$ cat src/rtl/blackparrot_chip_pkg.sv
// Shared chip-level types and constants for the SDR link reset sequencer.
package blackparrot_chip_pkg;

    localparam int unsigned sdr_reset_hold_cycles_gp = 16;

    // Encoding order matters: the sequencer releases resets with ">=" compares on the state.
    typedef enum logic [2:0] {
        IDLE     = 3'd0,
        TOKEN_HI = 3'd1,
        TOKEN_LO = 3'd2,
        UP_REL   = 3'd3,
        DOWN_REL = 3'd4,
        DSTR_REL = 3'd5,
        CORE_REL = 3'd6,
        DONE     = 3'd7
    } sdr_reset_seq_state_e;

endpackage

$ cat src/rtl/bsg_counter_clear_up.sv
// Up counter with synchronous clear that saturates at max_val_p instead of wrapping.
module bsg_counter_clear_up #(
    parameter int unsigned max_val_p = 16,
    parameter int unsigned width_p   = $clog2(max_val_p + 1)
) (
    input  logic               clk_i,
    input  logic               reset_n_i,
    input  logic               clear_i,
    input  logic               up_i,
    output logic [width_p-1:0] count_o
);

    logic [width_p-1:0] count_q, count_d;

    always_comb begin
        count_d = count_q;
        if (clear_i)
            count_d = '0;
        else if (up_i && (count_q != width_p'(max_val_p)))
            count_d = count_q + width_p'(1);
    end

    always_ff @(posedge clk_i) begin
        if (!reset_n_i)
            count_q <= '0;
        else
            count_q <= count_d;
    end

    assign count_o = count_q;

endmodule

$ cat src/rtl/bsg_blackparrot_sdr_reset_sequencer.sv
// Timed bring-up of the SDR link resets; every output is decoded from the state register.
// BSG_SDR_RESET_SEQ_TOKEN_PULSE_EN adds the TOKEN_HI/TOKEN_LO token pulse phases.
module bsg_blackparrot_sdr_reset_sequencer
    import blackparrot_chip_pkg::*;
#(
    parameter int unsigned hold_cycles_p = sdr_reset_hold_cycles_gp,
    parameter int unsigned num_links_p   = 6
) (
    input  logic                   clk_i,
    input  logic                   reset_n_i,
    input  logic                   start_i,
    input  logic                   restart_i,
    output logic [num_links_p-1:0] uplink_reset_o,
    output logic [num_links_p-1:0] downlink_reset_o,
    output logic [num_links_p-1:0] downstream_reset_o,
    output logic [num_links_p-1:0] token_reset_o,
    output logic                   core_reset_o,
    output logic                   done_o
);

    localparam int unsigned cnt_width_lp = $clog2(hold_cycles_p + 1);
    localparam logic [cnt_width_lp-1:0] last_cnt_lp = cnt_width_lp'(hold_cycles_p - 1);

    sdr_reset_seq_state_e state_q, state_d;
    logic [cnt_width_lp-1:0] cnt_lo;
    logic phase_done;
    logic cnt_clear, cnt_up;
    logic up_b, dn_b, ds_b, tok_b, core_b, done_b;

    assign phase_done = (cnt_lo == last_cnt_lp);
    assign cnt_clear  = restart_i || (state_d != state_q);
    assign cnt_up     = (state_q != IDLE) && (state_q != DONE);

    bsg_counter_clear_up #(
        .max_val_p(hold_cycles_p),
        .width_p  (cnt_width_lp)
    ) phase_cnt (
        .clk_i    (clk_i),
        .reset_n_i(reset_n_i),
        .clear_i  (cnt_clear),
        .up_i     (cnt_up),
        .count_o  (cnt_lo)
    );

    always_comb begin
        state_d = state_q;
        unique case (state_q)
            IDLE: begin
                if (start_i)
`ifdef BSG_SDR_RESET_SEQ_TOKEN_PULSE_EN
                    state_d = TOKEN_HI;
`else
                    state_d = UP_REL;
`endif
            end
`ifdef BSG_SDR_RESET_SEQ_TOKEN_PULSE_EN
            TOKEN_HI: if (phase_done) state_d = TOKEN_LO;
            TOKEN_LO: if (phase_done) state_d = UP_REL;
`endif
            UP_REL:   if (phase_done) state_d = DOWN_REL;
            DOWN_REL: if (phase_done) state_d = DSTR_REL;
            DSTR_REL: if (phase_done) state_d = CORE_REL;
            CORE_REL: if (phase_done) state_d = DONE;
            DONE:     state_d = DONE;
            default:  state_d = IDLE;
        endcase
        if (restart_i)
            state_d = IDLE;
    end

    always_ff @(posedge clk_i) begin
        if (!reset_n_i)
            state_q <= IDLE;
        else
            state_q <= state_d;
    end

    always_comb begin
        up_b   = (state_q < UP_REL);
        dn_b   = (state_q < DOWN_REL);
        ds_b   = (state_q < DSTR_REL);
        core_b = (state_q < CORE_REL);
        done_b = (state_q == DONE);
`ifdef BSG_SDR_RESET_SEQ_TOKEN_PULSE_EN
        tok_b  = (state_q == TOKEN_HI);
`else
        tok_b  = dn_b;
`endif
    end

    assign uplink_reset_o     = {num_links_p{up_b}};
    assign downlink_reset_o   = {num_links_p{dn_b}};
    assign downstream_reset_o = {num_links_p{ds_b}};
    assign token_reset_o      = {num_links_p{tok_b}};
    assign core_reset_o       = core_b;
    assign done_o             = done_b;

endmodule

$ cat config.mk
export PLATFORM = sky130hd
export DESIGN_NAME = bsg_blackparrot_sdr_reset_sequencer
export DESIGN_NICKNAME = d
export VERILOG_FILES = /design/src/rtl/blackparrot_chip_pkg.sv /design/src/rtl/bsg_counter_clear_up.sv /design/src/rtl/bsg_blackparrot_sdr_reset_sequencer.sv
export SDC_FILE = /design/constraint.sdc
export NUM_CORES = 1
export LEC_CHECK = 0
export ABC_AREA = 0
export CORE_MARGIN = 2
export CORE_UTILIZATION = 41
export CTS_CLUSTER_DIAMETER = 40
export DETAILED_ROUTE_END_ITERATION = 10
export MAX_ROUTING_LAYER = met4
export PLACE_DENSITY = 0.79
export SLEW_MARGIN = 30
export SYNTH_ARGS = -nofsm -noshare
export SYNTH_HDL_FRONTEND = slang
export SYNTH_SLANG_ARGS = --single-unit
$ cat constraint.sdc
create_clock -name clk_i -period 1.9 [get_ports clk_i]
set_input_delay 0.19 -clock clk_i [delete_from_list [all_inputs] [get_ports clk_i]]
set_output_delay 0.19 -clock clk_i [all_outputs]
set_load 0.005 [all_outputs]
Word level (Yosys, flattened, before mapping) --
Index checks and enable logic that the tools add are counted.
Cells by class: $add $sub $neg 1, $lt $le $gt $ge 4, eq/ne operators 9, mux-type cells 7, bitwise operators 1, reduce and logical (&&, ||, !) cells 6
Operators by type and width (number):
- $mux W3 | 6
- $pmux W3 S6 | 1
- $eq A3 B3 Y1 const B | 4
- $lt A3 B3 Y1 const B | 3
- $add A5 B1 Y5 const B | 1
- $eq A5 B4 Y1 const B | 1
- $ne A5 B5 Y1 const B | 1
- $eq A3 B2 Y1 const B | 1
- $logic_not A3 Y1 | 1
- $lt A3 B2 Y1 const B | 1
- $ne A3 B3 Y1 | 1
- $ne A3 B3 Y1 const B | 1
- $reduce_bool A3 Y1 | 1
- $logic_and A1 B1 Y1 | 2
- $reduce_or A2 Y1 | 1
- $logic_or A1 B1 Y1 | 1
- $not A1 Y1 | 1
Word-level totals: register bits after elaboration 8, input port bits 4, output and inout port bits 26, logic and storage cells 30

Depth between registers and ports, before layout --
depth after elaboration 7, depth in mapped cells 6, depth with buffers taken out 6

Hierarchy --
A second synthesis with hierarchy kept.
Second synthesis, totals: cell total of the unflattened synthesis 85, area, all modules 715.7 µm²
Modules (own cells, without submodules):
- bsg_blackparrot_sdr_reset_sequencer | times used 1, cells each 56, area each 441.7 µm², sequential area each 60.1 µm²
- bsg_counter_clear_up | times used 1, cells each 29, area each 274.0 µm², sequential area each 100.1 µm²

Worst setup path after synthesis --
No wires, ideal clock.
path type register to register, start reg phase_cnt.count_q[0], in the netlist phase_cnt.count_o[0], end reg phase_cnt.count_q[4], in the netlist phase_cnt.count_o[4], setup time 88 ps, data arrival time 1393 ps, required time 1812 ps, setup slack 419 ps, stages on the path, launching flop included 7, path buffers 0, clock period less this slack 1481 ps, cell sequence dfxtp_1 -> ha_1 -> and3_1 -> ha_1 -> o22ai_2 -> o21bai_2 -> a311oi_2
Between the ends: word-level cells in the longest chain between the ends 7, elaborated cells between the ends (all ways) 13
RTL lines:
- from (decl) | RTL line bsg_counter_clear_up.sv:13 | logic [width_p-1:0] count_q, count_d;
- from (signal assigned) | RTL line bsg_counter_clear_up.sv:27 | count_q <= count_d;
- $eq A5 B4 Y1 | RTL line bsg_blackparrot_sdr_reset_sequencer.sv:30 | assign phase_done = (cnt_lo == last_cnt_lp);
- $mux W3 (on tied branches)
- $pmux W3 S6 | RTL line bsg_blackparrot_sdr_reset_sequencer.sv:47 | unique case (state_q)
- $mux W3 | RTL line bsg_blackparrot_sdr_reset_sequencer.sv:67 | if (restart_i)
- $ne A3 B3 Y1 | RTL line bsg_blackparrot_sdr_reset_sequencer.sv:31 | assign cnt_clear = restart_i || (state_d != state_q);
- $logic_or A1 B1 Y1 | RTL line bsg_blackparrot_sdr_reset_sequencer.sv:31
- $reduce_or A2 Y1 (no line)
Parallel ways exist; a longest one is shown, timed or not. A chain may end at the register's enable or synchronous reset.

Final worst setup path --
start reg state_q[2], end out token_reset_o[2]
Between the ends: word-level cells in the longest chain between the ends 1
RTL lines:
- from (decl) | RTL line bsg_blackparrot_sdr_reset_sequencer.sv:24 | sdr_reset_seq_state_e state_q, state_d;
- from (signal assigned) | RTL line bsg_blackparrot_sdr_reset_sequencer.sv:75 | state_q <= state_d;
- $lt A3 B3 Y1 | RTL line bsg_blackparrot_sdr_reset_sequencer.sv:80 | dn_b = (state_q < DOWN_REL);
- to (decl) | RTL line bsg_blackparrot_sdr_reset_sequencer.sv:16 | output logic [num_links_p-1:0] token_reset_o,
Every way passes these cells.

==> results.md <==
* Largest stage delay on the critical path at 0.55 ns
* Filler cell count at 158
* Standard cell with the maximum stage delay on the critical path: sky130_fd_sc_hd__dfxtp_1
* PortBufs at 29
* Flops & latches, synth at 8
* Highest clock frequency the design can meet at 0.561 GHz
* Proportion of layout cells with a drive suffix above 1 at 11.6%
* Count of TritonRoute iterations in the first routing pass at 4
* Pin count of the biggest net entering global routing at 14
* Wire length per cell after detailed routing at ~12 um
* Setup Skew at 0.00433 ns
* Buffer count from post-CTS setup fixing at 0
* Area of the placeable core at 1670 um2
* Count of synthesis-stage warnings from yosys at 0
* Data arrival, critical path at 1.59 ns
* CTS sink count at 8
* Grt peak-use layer: met2
* Most used standard cell by instance count after synthesis: sky130_fd_sc_hd__buf_4
* Yosys top cell area share at about a quarter
* Result of the run: finished clean
* Crit path cell chain: inv_1 -> clkdlybuf4s50_1
* Initial cell density of the core at approximately 43%
* Number of nets still failing antenna checks after routing at 0
* P_leak at about 0.31 nW
* Critical path class: flop to output port
* Global-route usage over all layers at 14.2%
* Synth async-reset ratio at 0%
* Number of hold violations in the final report at 0
* Primary FF master, synth: sky130_fd_sc_hd__dfxtp_1
* DP HPWL at 1.09 mm
* Endpoints failing setup at 0
* Library cell with the largest summed area after synthesis: sky130_fd_sc_hd__buf_4
* Antenna violations before repair at 0
* Setup repair after global routing missed its margin: no
* Bufs and invs on worst path at 2
* Cell chosen for the clock root: sky130_fd_sc_hd__clkbuf_4
* First-pass GRT wire length at ~2.1 mm
* Detailed-route DRC error count at 0
* Share of synthesized area occupied by flip-flops and latches at between 20% and 30%
* Met3 Resource Use GR at 1.19%
* Worst max-slew margin expressed relative to the limit at 61.0%
* Slew at the pin closest to its max-slew limit at 0.580 ns
* Area added between synthesis and finish at 21.1%
* Ranking of synthesized cells by instance count: sky130_fd_sc_hd__buf_4, sky130_fd_sc_hd__dfxtp_1, sky130_fd_sc_hd__inv_1, sky130_fd_sc_hd__nor2_1
* Area of the die at ~2100 um2
* Worst setup EP type: output port
* Number of clock buffers inserted by TritonCTS at 3
* Number of instances in the synthesized netlist at 89
* Launching element type of the critical path: flop
* Core utilization of the finished layout at 51.6%
* Clock transition at path regs at 0.06 ns
* Number of flops mapped to enable cells by yosys at 0
* CP Max Fanout at 13
* Die width at 45.7 um
* Latest clock arrival within the worst-skew pair at 0.26 ns
* CTS H-tree lvls at 1
* Area taken by multi-input logic gates at 330 um2
* Total congestion overflow after global routing at 0
* Global placement routability congestion at 0.744
* Required time at the endpoint of the critical path at 1.71 ns
* Per-cell via count in the routed design at 5.25
* First-iteration detailed-routing DRC count at 30
* Path class of the lowest-slack min-delay path: flop to flop
* Routed wire length at 1.40 mm
* Vias after detailed routing at around 600
* Vias in the first global route at 468
* Final period demand of the worst path at 1.78 ns
* Clock tree buffer depth at 2
* Die height at 45.7 um
* Met2 demand-to-capacity share in global routing at 21.7%
* Average cell area after synthesis at 8.00 um2
* IO Count at 30
* ANT cells at 0
* Sequential Area at 160 um2
* Peak supply drop at 0.000252 V
* Final setup TNS at 0 ns
* Number of max-slew violations in the final report at 0
* Clock tree from TritonCTS: done
* Kind of cell adding the most delay to the critical path: buffers and inverters
* Power per cell area at between 400 and 500 nW/um2
* Top post-synthesis cells by area: sky130_fd_sc_hd__buf_4, sky130_fd_sc_hd__dfxtp_1, sky130_fd_sc_hd__ha_1
* Net count after synthesis at 96
* Final net count at 104
* Global routing usage on met1 at 19.4%
* Combined area of all synthesized cells at 712 um2
* Count of standard-cell rows at 15
* Count of unique library cells instantiated by Yosys at 30
* Tcrit/Tclk final at 93.8%
* Maximum Capacitance Violations at 0
==> sequential cells by signal (all words and copies together), names as in the netlist <==
signal / cells
state_q: 3
phase_cnt.count_o: 5
==> final cells by class <==
cell class,count,area share (%)
sequential,8,18.6
multi-input combinational,47,38.3
tap,17,2.47
clock buffer,3,2.61
inverter,6,2.61
timing repair buffer,31,35.4
==> worst reg2reg max path, cell delays in order (launching register included) <==
cell	delay, ns
sky130_fd_sc_hd__dfxtp_1	0.39
sky130_fd_sc_hd__ha_1	0.23
sky130_fd_sc_hd__and3_1	0.17
sky130_fd_sc_hd__ha_1	0.26
sky130_fd_sc_hd__o22ai_2	0.12
sky130_fd_sc_hd__o21bai_2	0.28
sky130_fd_sc_hd__nor2_1	0.09
==> cells in the final DEF (no fill, tap or decap), types with 2 or more instances in the layout <==
master                            instances
sky130_fd_sc_hd__clkdlybuf4s50_1         29
sky130_fd_sc_hd__dfxtp_1                  8
sky130_fd_sc_hd__inv_1                    6
sky130_fd_sc_hd__nor2_1                   6
sky130_fd_sc_hd__nand3_1                  4
sky130_fd_sc_hd__nand2_1                  3
sky130_fd_sc_hd__o21ai_0                  3
sky130_fd_sc_hd__nor3_1                   3
sky130_fd_sc_hd__ha_1                     3
sky130_fd_sc_hd__clkbuf_4                 3
sky130_fd_sc_hd__and3_1                   2
sky130_fd_sc_hd__nand2b_1                 2
sky130_fd_sc_hd__a31oi_1                  2
sky130_fd_sc_hd__xnor2_1                  2
sky130_fd_sc_hd__buf_4                    2
==> cell families after synthesis <==
family / synth area share (%)
buffers and inverters: 32.2
adders and majority gates: 5.27
xor gates and xnor gates: 2.46
AOI/OAI and AO/OA: 19.0
DFF: 22.5
and+or+nand+nor: 18.6
==> per-layer routing <==
metal  wire length (um)  share of wire, %  vias to the layer above
li1                   -                 -                      297
met1                632                45                      271
met2                717                51                       18
met3                 37               2.7                        2
met4                  8              0.57                        0
met5                  0                 0                        -
==> what timing repair did <==
action,in CTS,in global routing
hold buffers,0,0
setup endpoints to repair,12,6
resized for setup,2,1
==> stage by stage <==
step / power, W / cell area, um2 / hold slack [ns] / setup slack, ns / cells
floorplan: 0.000210 / 712 / 0.359 / 0.419 / 89
detailed placement: 0.000221 / 832 / 0.527 / 0.211 / 109
global route: 0.000370 / 862 / 0.583 / 0.0136 / 112
CTS: 0.000356 / 858 / 0.551 / 0.0884 / 112
finish: 0.000356 / 862 / 0.554 / 0.117 / 112
global placement: 0.000220 / 832 / 0.518 / 0.281 / 109
==> report_power, final <==
part,switching (W),internal (W),total [W]
Clock,0.0000651,0.0000728,0.000138
Sequential,0.00000510,0.000171,0.000176
Combinational,0.0000214,0.0000211,0.0000425
Total,0.0000916,0.000265,0.000356
==> worst paths after layout <==
path         cells past startpoint                                end                               from  slack (ns)
max                              2                   token_reset_o[2]              state_q[2]$_SDFF_PN0_        0.12
min                              2  phase_cnt.count_o[4]$_SDFFE_PP0P_  phase_cnt.count_o[4]$_SDFFE_PP0P_        0.55
max reg2reg                      6  phase_cnt.count_o[0]$_SDFFE_PP0P_  phase_cnt.count_o[0]$_SDFFE_PP0P_        0.25
min reg2reg                      2  phase_cnt.count_o[4]$_SDFFE_PP0P_  phase_cnt.count_o[4]$_SDFFE_PP0P_        0.55
Note: power is estimated with default switching activity, not from simulation.
